**src/rtl/joy_conditioner.sv**
```systemverilog
// Per-player joystick/button conditioner: input sync, opposing-pair resolution,
// optional 4-way restriction and frame-locked autofire shared across players.

module joy_channel #(
    parameter int BUTTONS = 4
) (
    input  logic               clk,
    input  logic               rst,
    input  logic [1:0]         socd_mode_i,
    input  logic               way4_i,
    input  logic [BUTTONS-1:0] af_en_i,
    input  logic               af_phase_i,
    input  logic [3:0]         dir_i,
    input  logic [BUTTONS-1:0] btn_i,
    output logic [3:0]         dir_o,
    output logic [BUTTONS-1:0] btn_o
);
    logic [3:0]         dir_s1_q, dir_s2_q, edge_w;
    logic [BUTTONS-1:0] btn_s1_q;
    logic [1:0]         vlast_q, vlast_d, hlast_q, hlast_d;
    logic [1:0]         vfirst_q, vfirst_d, hfirst_q, hfirst_d;
    logic [1:0]         rv, rh;
    logic               vact, hact;
    logic               axis_q, axis_d;
    logic [3:0]         dir_q, dir_d;
    logic [BUTTONS-1:0] btn_q, btn_d;

    // Pair encoding {a, b}: a is U (or L) and wins any same-cycle tie.
    function automatic logic [1:0] next_last(input logic [1:0] edg, input logic [1:0] last);
        if (edg[1])      return 2'b10;
        else if (edg[0]) return 2'b01;
        else             return last;
    endfunction

    function automatic logic [1:0] next_first(input logic [1:0] held, input logic [1:0] first);
        if (held != 2'b11)       return held;
        else if (first == 2'b01) return 2'b01;
        else                     return 2'b10;
    endfunction

    function automatic logic [1:0] resolve(input logic [1:0] held, input logic [1:0] last,
                                           input logic [1:0] first, input logic [1:0] mode);
        if (held != 2'b11) return held;
        case (mode)
            2'b01:   return 2'b00;
            2'b10:   return first;
            default: return (last == 2'b01) ? 2'b01 : 2'b10;
        endcase
    endfunction

    always_comb begin
        edge_w   = dir_s1_q & ~dir_s2_q;
        vlast_d  = next_last(edge_w[3:2], vlast_q);
        hlast_d  = next_last(edge_w[1:0], hlast_q);
        vfirst_d = next_first(dir_s1_q[3:2], vfirst_q);
        hfirst_d = next_first(dir_s1_q[1:0], hfirst_q);
        rv       = resolve(dir_s1_q[3:2], vlast_d, vfirst_d, socd_mode_i);
        rh       = resolve(dir_s1_q[1:0], hlast_d, hfirst_d, socd_mode_i);
        vact     = |rv;
        hact     = |rh;
        // Neutral parks axis on vertical, so both axes arriving together pick vertical.
        axis_d   = (vact && hact) ? axis_q : hact;
        dir_d    = {rv, rh};
        if (way4_i && vact && hact)
            dir_d = axis_d ? {2'b00, rh} : {rv, 2'b00};
        btn_d    = btn_s1_q & (~af_en_i | {BUTTONS{af_phase_i}});
    end

    always_ff @(posedge clk or posedge rst) begin
        if (rst) begin
            dir_s1_q <= '0;
            dir_s2_q <= '0;
            btn_s1_q <= '0;
            vlast_q  <= '0;
            hlast_q  <= '0;
            vfirst_q <= '0;
            hfirst_q <= '0;
            axis_q   <= 1'b0;
            dir_q    <= '0;
            btn_q    <= '0;
        end else begin
            dir_s1_q <= dir_i;
            dir_s2_q <= dir_s1_q;
            btn_s1_q <= btn_i;
            vlast_q  <= vlast_d;
            hlast_q  <= hlast_d;
            vfirst_q <= vfirst_d;
            hfirst_q <= hfirst_d;
            axis_q   <= axis_d;
            dir_q    <= dir_d;
            btn_q    <= btn_d;
        end
    end

    assign dir_o = dir_q;
    assign btn_o = btn_q;
endmodule

module joy_conditioner #(
    parameter int PLAYERS = 2,
    parameter int BUTTONS = 4,
    parameter int AF_HALF = 3
) (
    input  logic                       clk,
    input  logic                       RESET,
    input  logic [1:0]                 socd_mode,
    input  logic                       way4,
    input  logic [BUTTONS-1:0]         af_en,
    input  logic                       frame_tick,
    input  logic [PLAYERS*4-1:0]       dir_in,
    input  logic [PLAYERS*BUTTONS-1:0] btn_in,
    output logic [PLAYERS*4-1:0]       dir_out,
    output logic [PLAYERS*BUTTONS-1:0] btn_out
);
    localparam int CW = (AF_HALF > 1) ? $clog2(AF_HALF) : 1;

    logic [CW-1:0] af_cnt_q, af_cnt_d;
    logic          af_phase_q, af_phase_d;

    always_comb begin
        af_cnt_d   = af_cnt_q;
        af_phase_d = af_phase_q;
        if (frame_tick) begin
            if (af_cnt_q == CW'(AF_HALF - 1)) begin
                af_cnt_d   = '0;
                af_phase_d = ~af_phase_q;
            end else begin
                af_cnt_d = af_cnt_q + CW'(1);
            end
        end
    end

    always_ff @(posedge clk or posedge RESET) begin
        if (RESET) begin
            af_cnt_q   <= '0;
            af_phase_q <= 1'b1;
        end else begin
            af_cnt_q   <= af_cnt_d;
            af_phase_q <= af_phase_d;
        end
    end

    for (genvar p = 0; p < PLAYERS; p++) begin : g_player
        joy_channel #(.BUTTONS(BUTTONS)) u_chan (
            .clk         (clk),
            .rst         (RESET),
            .socd_mode_i (socd_mode),
            .way4_i      (way4),
            .af_en_i     (af_en),
            .af_phase_i  (af_phase_q),
            .dir_i       (dir_in[4*p +: 4]),
            .btn_i       (btn_in[BUTTONS*p +: BUTTONS]),
            .dir_o       (dir_out[4*p +: 4]),
            .btn_o       (btn_out[BUTTONS*p +: BUTTONS])
        );
    end
endmodule

```
**config.mk**
```make
export PLATFORM = sky130hd
export DESIGN_NAME = joy_conditioner
export DESIGN_NICKNAME = d
export VERILOG_FILES = /design/src/rtl/joy_conditioner.sv
export SDC_FILE = /design/constraint.sdc
export NUM_CORES = 1
export LEC_CHECK = 0
export CAP_MARGIN = 20
export CORE_MARGIN = 4
export CORE_UTILIZATION = 40
export DETAILED_ROUTE_END_ITERATION = 6
export PLACE_DENSITY_LB_ADDON = 0.2
export SLEW_MARGIN = 25
export SYNTH_ARGS = -nofsm -noshare
export SYNTH_HDL_FRONTEND = slang
export SYNTH_SLANG_ARGS = --single-unit
```
**constraint.sdc**
```tcl
create_clock -name clk -period 1.9 [get_ports clk]
set_input_delay 0.38 -clock clk [delete_from_list [all_inputs] [get_ports clk]]
set_output_delay 0.38 -clock clk [all_outputs]
set_load 0.01 [all_outputs]
```
* Word level (Yosys, flattened, before mapping)
Index checks and enable logic that the tools add are counted.
Word-level totals: logic and storage cells 101, input port bits 26, output and inout bits 16, flip-flop bits (word level) 61
Operators by class: equality and inequality tests 15, bitwise logic cells 9, multiplexer cells 43, reductions and logical operators 11, add/sub/neg operators 1
Operator list (count):
- 2-to-1 mux 2 bit | 29
- equality test 2 x 1 -> 1 bit, second input constant | 9
- bitwise AND 4 bit | 4
- 2-to-1 mux 4 bit | 4
- one-hot mux 2 bit (2 select lines) | 4
- inverter 4 bit | 3
- inequality test 2 bit, second input constant | 4
- OR reduction 2 bit | 4
- logical AND 1 bit | 6
- 2-to-1 mux 1 bit | 6
- equality test 2 bit, second input constant | 2
- OR 4 bit | 1
- adder 2 x 1 -> 2 bit, second input constant | 1
- AND reduction 2 bit | 1
- inverter 1 bit | 1

* Longest topological paths before layout
depth after elaboration 13, gate-level depth with buffers 7, depth with buffers taken out 6

* Hierarchy
From an unflattened synthesis, not the netlist that was laid out.
Second synthesis, totals: cell total of the unflattened synthesis 187, area, all modules 2342.2 µm²
Modules (own cells, without submodules):
- joy_channel | area an instance 1104.8 µm², times used 2, cells each 88, seq. area each 725.7 µm²
- joy_conditioner | area an instance 132.6 µm², times used 1, cells each 11, seq. area each 76.3 µm²

* Worst setup path before layout
Ideal clock, no wire load.
path kind input to register, start point input socd_mode[0], end point register g_player[1].u_chan.dir_q[1], path buffers 1, slack 0.300 ns, setup time 0.121 ns, stages 7, arrival 1.479 ns, required time 1.779 ns, path through inv_1 ha_1 buf_4 nor2_2 and3_4 nor4b_4 and4b_1
On the way: cells in the longest elaborated chain, start to end 8, elaborated cells between the ends (all ways) 14, classes of those cells eq/ne: 2; mux: 7; reduce/logical: 5
Ends and longest elaborated chain:
- start, declared | RTL line 106 | input logic [1:0] socd_mode,
- equality test 2 bit or equality test 2 x 1 -> 1 bit (tied branches) | RTL line 44 | case (mode)
- one-hot mux 2 bit (2 select lines) | RTL line 44
- 2-to-1 mux 2 bit | RTL line 44
- OR reduction 2 bit, on equally long branches | RTL line 59, 60
- logical AND 1 bit | RTL line 62 | axis_d = (vact && hact) ? axis_q : hact;
- 2-to-1 mux 1 bit | RTL line 62
- 2-to-1 mux 4 bit | RTL line 65 | dir_d = axis_d ? {2'b00, rh} : {rv, 2'b00};
- 2-to-1 mux 4 bit (*) | RTL line 64 | if (way4_i && vact && hact)
- net g_player[1].u_chan.dir_d[1] | RTL line 25 | logic [3:0] dir_q, dir_d;
- end signal, assigned | RTL line 90 | dir_q <= dir_d;
- end, declared | RTL line 25
The timed path passes the listed nets; every way through them passes the cells marked *. A chain may end at the register's enable or synchronous reset.

* Worst setup path in the final report
start point input socd_mode[0], end point register g_player[0].u_chan.dir_q[2]
On the way: cells in the longest elaborated chain, start to end 8, elaborated cells between the ends (all ways) 14, classes of those cells eq/ne: 2; mux: 7; reduce/logical: 5
Ends and longest elaborated chain (RTL line):
- equality test 2 bit or equality test 2 x 1 -> 1 bit (tied branches) | 44
- one-hot mux 2 bit (2 select lines) | 44
- 2-to-1 mux 2 bit | 44
- OR reduction 2 bit, on equally long branches | 59, 60
- logical AND 1 bit | 62
- 2-to-1 mux 1 bit | 62
- 2-to-1 mux 4 bit | 65
- 2-to-1 mux 4 bit (*) | 64
- net g_player[0].u_chan.dir_d[2] | 25
- end signal, assigned | 90
- end, declared | 25
Marks and branches as above.

==> impl_metrics.prom <==
# TYPE chip_impl_metric gauge
chip_impl_metric{name="antenna_found_initial",unit=""} 0
chip_impl_metric{name="power.leakage",unit="nW"} 1.32
chip_impl_metric{name="timing_hold_violations_final",unit=""} 0
chip_impl_metric{name="cp_num_buf_inv",unit=""} 2
chip_impl_metric{name="cts.path.max_buffers",unit=""} 2
chip_impl_metric{name="synthesis.area",unit="um2"} 2220
chip_impl_info{name="r2r-end",value="g_player[0].u_chan.dir_o[0]$_DFF_PP0_"} 1
chip_impl_metric{name="worst_r2r_path_depth",unit=""} 4
chip_impl_info{name="cts_tree",value="done"} 1
chip_impl_metric{name="vias_per_cell",unit=""} 4.65
chip_impl_info{name="unrepaired_setup_endpoints_after_global_routing",value="false"} 1
chip_impl_metric{name="seq_area_frac_synth",unit="%"} 68.8
chip_impl_metric{name="ffs_latches_synth",unit=""} 61
chip_impl_metric{name="clkSlewWorstSetupHoldPaths",unit="ns"} 0.07
chip_impl_metric{name="layout.nets",unit=""} 256
chip_impl_metric{name="critPathMaxStageDelay",unit="ns"} 0.45
chip_impl_metric{name="worst_ep_required_time",unit="ns"} 2.13
chip_impl_metric{name="power.density",unit="nW/um2"} 1080
chip_impl_metric{name="dieWidth",unit="um"} 82.5
chip_impl_metric{name="drt-pass1-iter-count",unit=""} 4
chip_impl_metric{name="dp_hpwl",unit="um"} 2600
chip_impl_metric{name="diodes",unit=""} 0
chip_impl_metric{name="boundaryPins",unit=""} 42
chip_impl_metric{name="yosysWarningCount",unit=""} 0
chip_impl_metric{name="holdBufCountCts",unit=""} 0
chip_impl_metric{name="postLayoutCoreUtil",unit="%"} 57.0
chip_impl_metric{name="buffer_ports.inserted",unit=""} 41
chip_impl_info{name="critPathLaunchType",value="input port"} 1
chip_impl_info{name="crit_path_end_kind",value="flip-flop"} 1
chip_impl_metric{name="post-route-period-util",unit="%"} 93.6
chip_impl_info{name="cpMaxStageDelayCell",value="clkdlybuf4s50_1"} 1
chip_impl_metric{name="globalRouteTotalUtil",unit="%"} 13.1
chip_impl_metric{name="floorplan.core_area",unit="um2"} 5240
chip_impl_metric{name="minimum_setup_slack_after_placement",unit="ns"} -0.192
chip_impl_info{name="worst-setup-path-type",value="input port to flip-flop"} 1
chip_impl_metric{name="avg_inst_size_synth",unit="um2"} 12.8
chip_impl_metric{name="maxCapViolations",unit=""} 0
chip_impl_metric{name="syn_inst",unit=""} 173
chip_impl_metric{name="ff2ff_setup_slack",unit="ns"} 0.55
chip_impl_metric{name="skew",unit="ns"} 0.00695
chip_impl_metric{name="proportion_of_layout_cells_with_a_drive_suffix_above_1",unit="%"} 11.5
chip_impl_info{name="synthFlopType",value="dfrtp_1"} 1
chip_impl_metric{name="initial_core_util",unit="%"} 42.4
chip_impl_metric{name="cts_inserted_buffers",unit=""} 9
chip_impl_metric{name="drc",unit=""} 0
chip_impl_metric{name="routabilityCongestion",unit=""} 0.744
chip_impl_info{name="holdCritPathClass",value="input port to async pin"} 1
chip_impl_info{name="status",value="complete, no violations"} 1
chip_impl_metric{name="finalCriticalPeriod",unit="ns"} 1.78
chip_impl_info{name="crit_path_cell_trace",value="clkdlybuf4s50_1 -> inv_1 -> ha_1 -> nand2b_1 -> o221a_1 -> nor3b_1"} 1
chip_impl_metric{name="postRouteAntennaNets",unit=""} 0
chip_impl_metric{name="detail_route.wl_per_cell",unit="um"} 12.5
chip_impl_metric{name="grt_pass1_vias",unit=""} 1454
chip_impl_metric{name="timing.fmax",unit="MHz"} 562
chip_impl_metric{name="maximum_fanout_along_the_worst_path",unit=""} 6
chip_impl_metric{name="cts.repair_timing.setup_buffer_count",unit=""} 0
chip_impl_metric{name="hold_ws",unit="ns"} 0.436
chip_impl_metric{name="vias",unit=""} 1415
chip_impl_metric{name="synth_cell_types",unit=""} 38
chip_impl_metric{name="chipHeight",unit="um"} 82.5
chip_impl_metric{name="setup_viol",unit=""} 0
chip_impl_metric{name="postSynth.asyncResetShare",unit="%"} 100
chip_impl_metric{name="fin_ws",unit="ns"} 0.122
chip_impl_metric{name="relSlewSlack",unit="%"} 75.1
chip_impl_metric{name="timing_worst_slew_pin_value",unit="ns"} 0.369
chip_impl_metric{name="grt-ovfl-total",unit=""} 0
chip_impl_metric{name="placement_rows",unit=""} 26
chip_impl_metric{name="detail_route.wirelength",unit="um"} 3790
chip_impl_metric{name="synth_enable_flop_cells",unit=""} 0
chip_impl_metric{name="dr.first_iter.drc_count",unit=""} 91
chip_impl_metric{name="insertion_delay",unit="ns"} 0.32
chip_impl_info{name="clockRootBuffer",value="clkbuf_8"} 1
chip_impl_metric{name="dieArea",unit="um2"} 6810
chip_impl_metric{name="post_cts_resized",unit=""} 0
chip_impl_metric{name="synthToLayoutAreaGrowth",unit="%"} 34.5
chip_impl_metric{name="ctsHtreeMaxLevel",unit=""} 3
chip_impl_metric{name="worst_ep_arrival_time",unit="ns"} 2.01
chip_impl_metric{name="pin_count_of_the_biggest_net_entering_global_routing",unit=""} 62
chip_impl_info{name="path_delay_family",value="buffers and inverters"} 1
chip_impl_metric{name="cts.sinks",unit=""} 61
chip_impl_info{name="rr_startpoint",value="g_player[0].u_chan.dir_s1_q[0]$_DFF_PP0_"} 1
chip_impl_metric{name="vdd.ir_drop.worst",unit="V"} 0.000730
chip_impl_metric{name="mappedNetlistNets",unit=""} 200
chip_impl_metric{name="first_pass_grt_wire_length",unit="um"} 6560
chip_impl_metric{name="report.final.slew_viol_count",unit=""} 0
## layout make-up
cell class                 instances  area, um2
fill                             442       2250
sequential                        61       1530
multi-input combinational         98        638
timing repair buffer              46        460
clock buffer                      12        155
tap                               70       87.6
clock inverter                     4       70.1
inverter                          13       48.8
## sequential cells by signal (all words and copies together), names as in the netlist
signal	count
af_phase_q	1
g_player.u_chan.vfirst_q	4
g_player.u_chan.hlast_q	4
g_player.u_chan.dir_s1_q	8
af_cnt_q	2
g_player.u_chan.btn_o	8
g_player.u_chan.axis_q	2
g_player.u_chan.vlast_q	4
g_player.u_chan.dir_o	8
g_player.u_chan.hfirst_q	4
g_player.u_chan.dir_s2_q	8
g_player.u_chan.btn_s1_q	8
## per-layer routing
metal  vias up  GRT usage (%)  wire, um
li1        703              -         -
met1       679           16.4      1740
met2        27           19.6      1810
met3         6           3.90       187
met4         0           8.50        58
met5         -              0         0
## power by group
part	internal (mW)	leakage (nW)	switching [mW]
combinational	0.252	0.475	0.172
clock	0.806	0.116	0.470
sequential	1.44	0.732	0.0761
total	2.50	1.32	0.718
## cells in the final DEF (no fill, tap or decap), types with 2 or more instances in the layout
| cell | instances |
|---|---|
| o21ai_0 | 10 |
| dfrtp_1 | 60 |
| clkinv_2 | 2 |
| o22ai_1 | 2 |
| nor2_1 | 5 |
| bufinv_16 | 2 |
| nor2b_1 | 8 |
| inv_1 | 12 |
| and2b_1 | 2 |
| nor3_1 | 8 |
| o211ai_1 | 2 |
| nand2b_1 | 11 |
| and2_1 | 8 |
| o21a_1 | 4 |
| clkbuf_8 | 11 |
| clkdlybuf4s50_1 | 41 |
| nand2_1 | 5 |
| nand3_1 | 3 |
| o22a_1 | 2 |
| a21oi_1 | 8 |
| buf_4 | 4 |
## cells by family after synthesis
kind of cell / count (synthesis) / share of synthesized area [%]
AOI/OAI and AO/OA: 35 / 10.2
buffers and inverters: 14 / 2.53
xor gates and xnor gates: 1 / 0.394
adders and majority gates: 1 / 0.563
muxes: 1 / 0.450
and+or+nand+nor: 60 / 17.1
DFF: 61 / 68.8
## worst max-delay path by stage
stage / start / to / slack (ns) / cells after the start
after floorplan: RESET / af_cnt_q[0]$_DFFE_PP0P_ / 0.009 / 1
after global placement: socd_mode[0] / g_player[1].u_chan.dir_o[1]$_DFF_PP0_ / -0.18 / 7
after detailed placement: socd_mode[0] / g_player[1].u_chan.dir_o[1]$_DFF_PP0_ / -0.19 / 7
after CTS: socd_mode[0] / g_player[0].u_chan.dir_o[2]$_DFF_PP0_ / 0.14 / 6
after global routing: socd_mode[0] / g_player[0].u_chan.dir_o[2]$_DFF_PP0_ / 0.04 / 6
final: socd_mode[0] / g_player[0].u_chan.dir_o[2]$_DFF_PP0_ / 0.12 / 6
## worst reg2reg max path, stage by stage (launching register included)
cell,delay [ns]
dfrtp_1,0.45
and2b_1,0.21
o21ai_0,0.25
o221ai_1,0.16
o311a_1,0.15
## stage by stage
step	instance area, um2	power, mW	setup TNS, ns	cells
5_1_grt	2990	3.38	0	304
6_report	2990	3.22	0	304
3_3_place_gp	2760	1.97	-0.771	288
4_1_cts	2990	3.27	0	304
2_1_floorplan	2220	1.75	0	173
3_5_place_dp	2760	1.97	-0.949	288
## synth_stat cells (all sizes together), types with 2 or more instances
| library cell | instances | share of area, % |
|---|---|---|
| and3 | 2 | 0.79 |
| o22ai | 2 | 0.56 |
| nand2 | 5 | 0.84 |
| nor3 | 8 | 1.8 |
| nand2b | 11 | 3.1 |
| o21a | 4 | 1.4 |
| and2b | 2 | 0.68 |
| nor2 | 6 | 1.1 |
| and2 | 8 | 2.3 |
| o22a | 2 | 0.79 |
| o211ai | 2 | 0.68 |
| a21oi | 8 | 1.8 |
| inv | 13 | 2.2 |
| nor4b | 2 | 1.7 |
| nand3 | 3 | 0.68 |
| dfrtp | 60 | 68 |
| o21ai | 11 | 2.5 |
| nor2b | 8 | 2.3 |
Power figures use the tool's default switching activity.
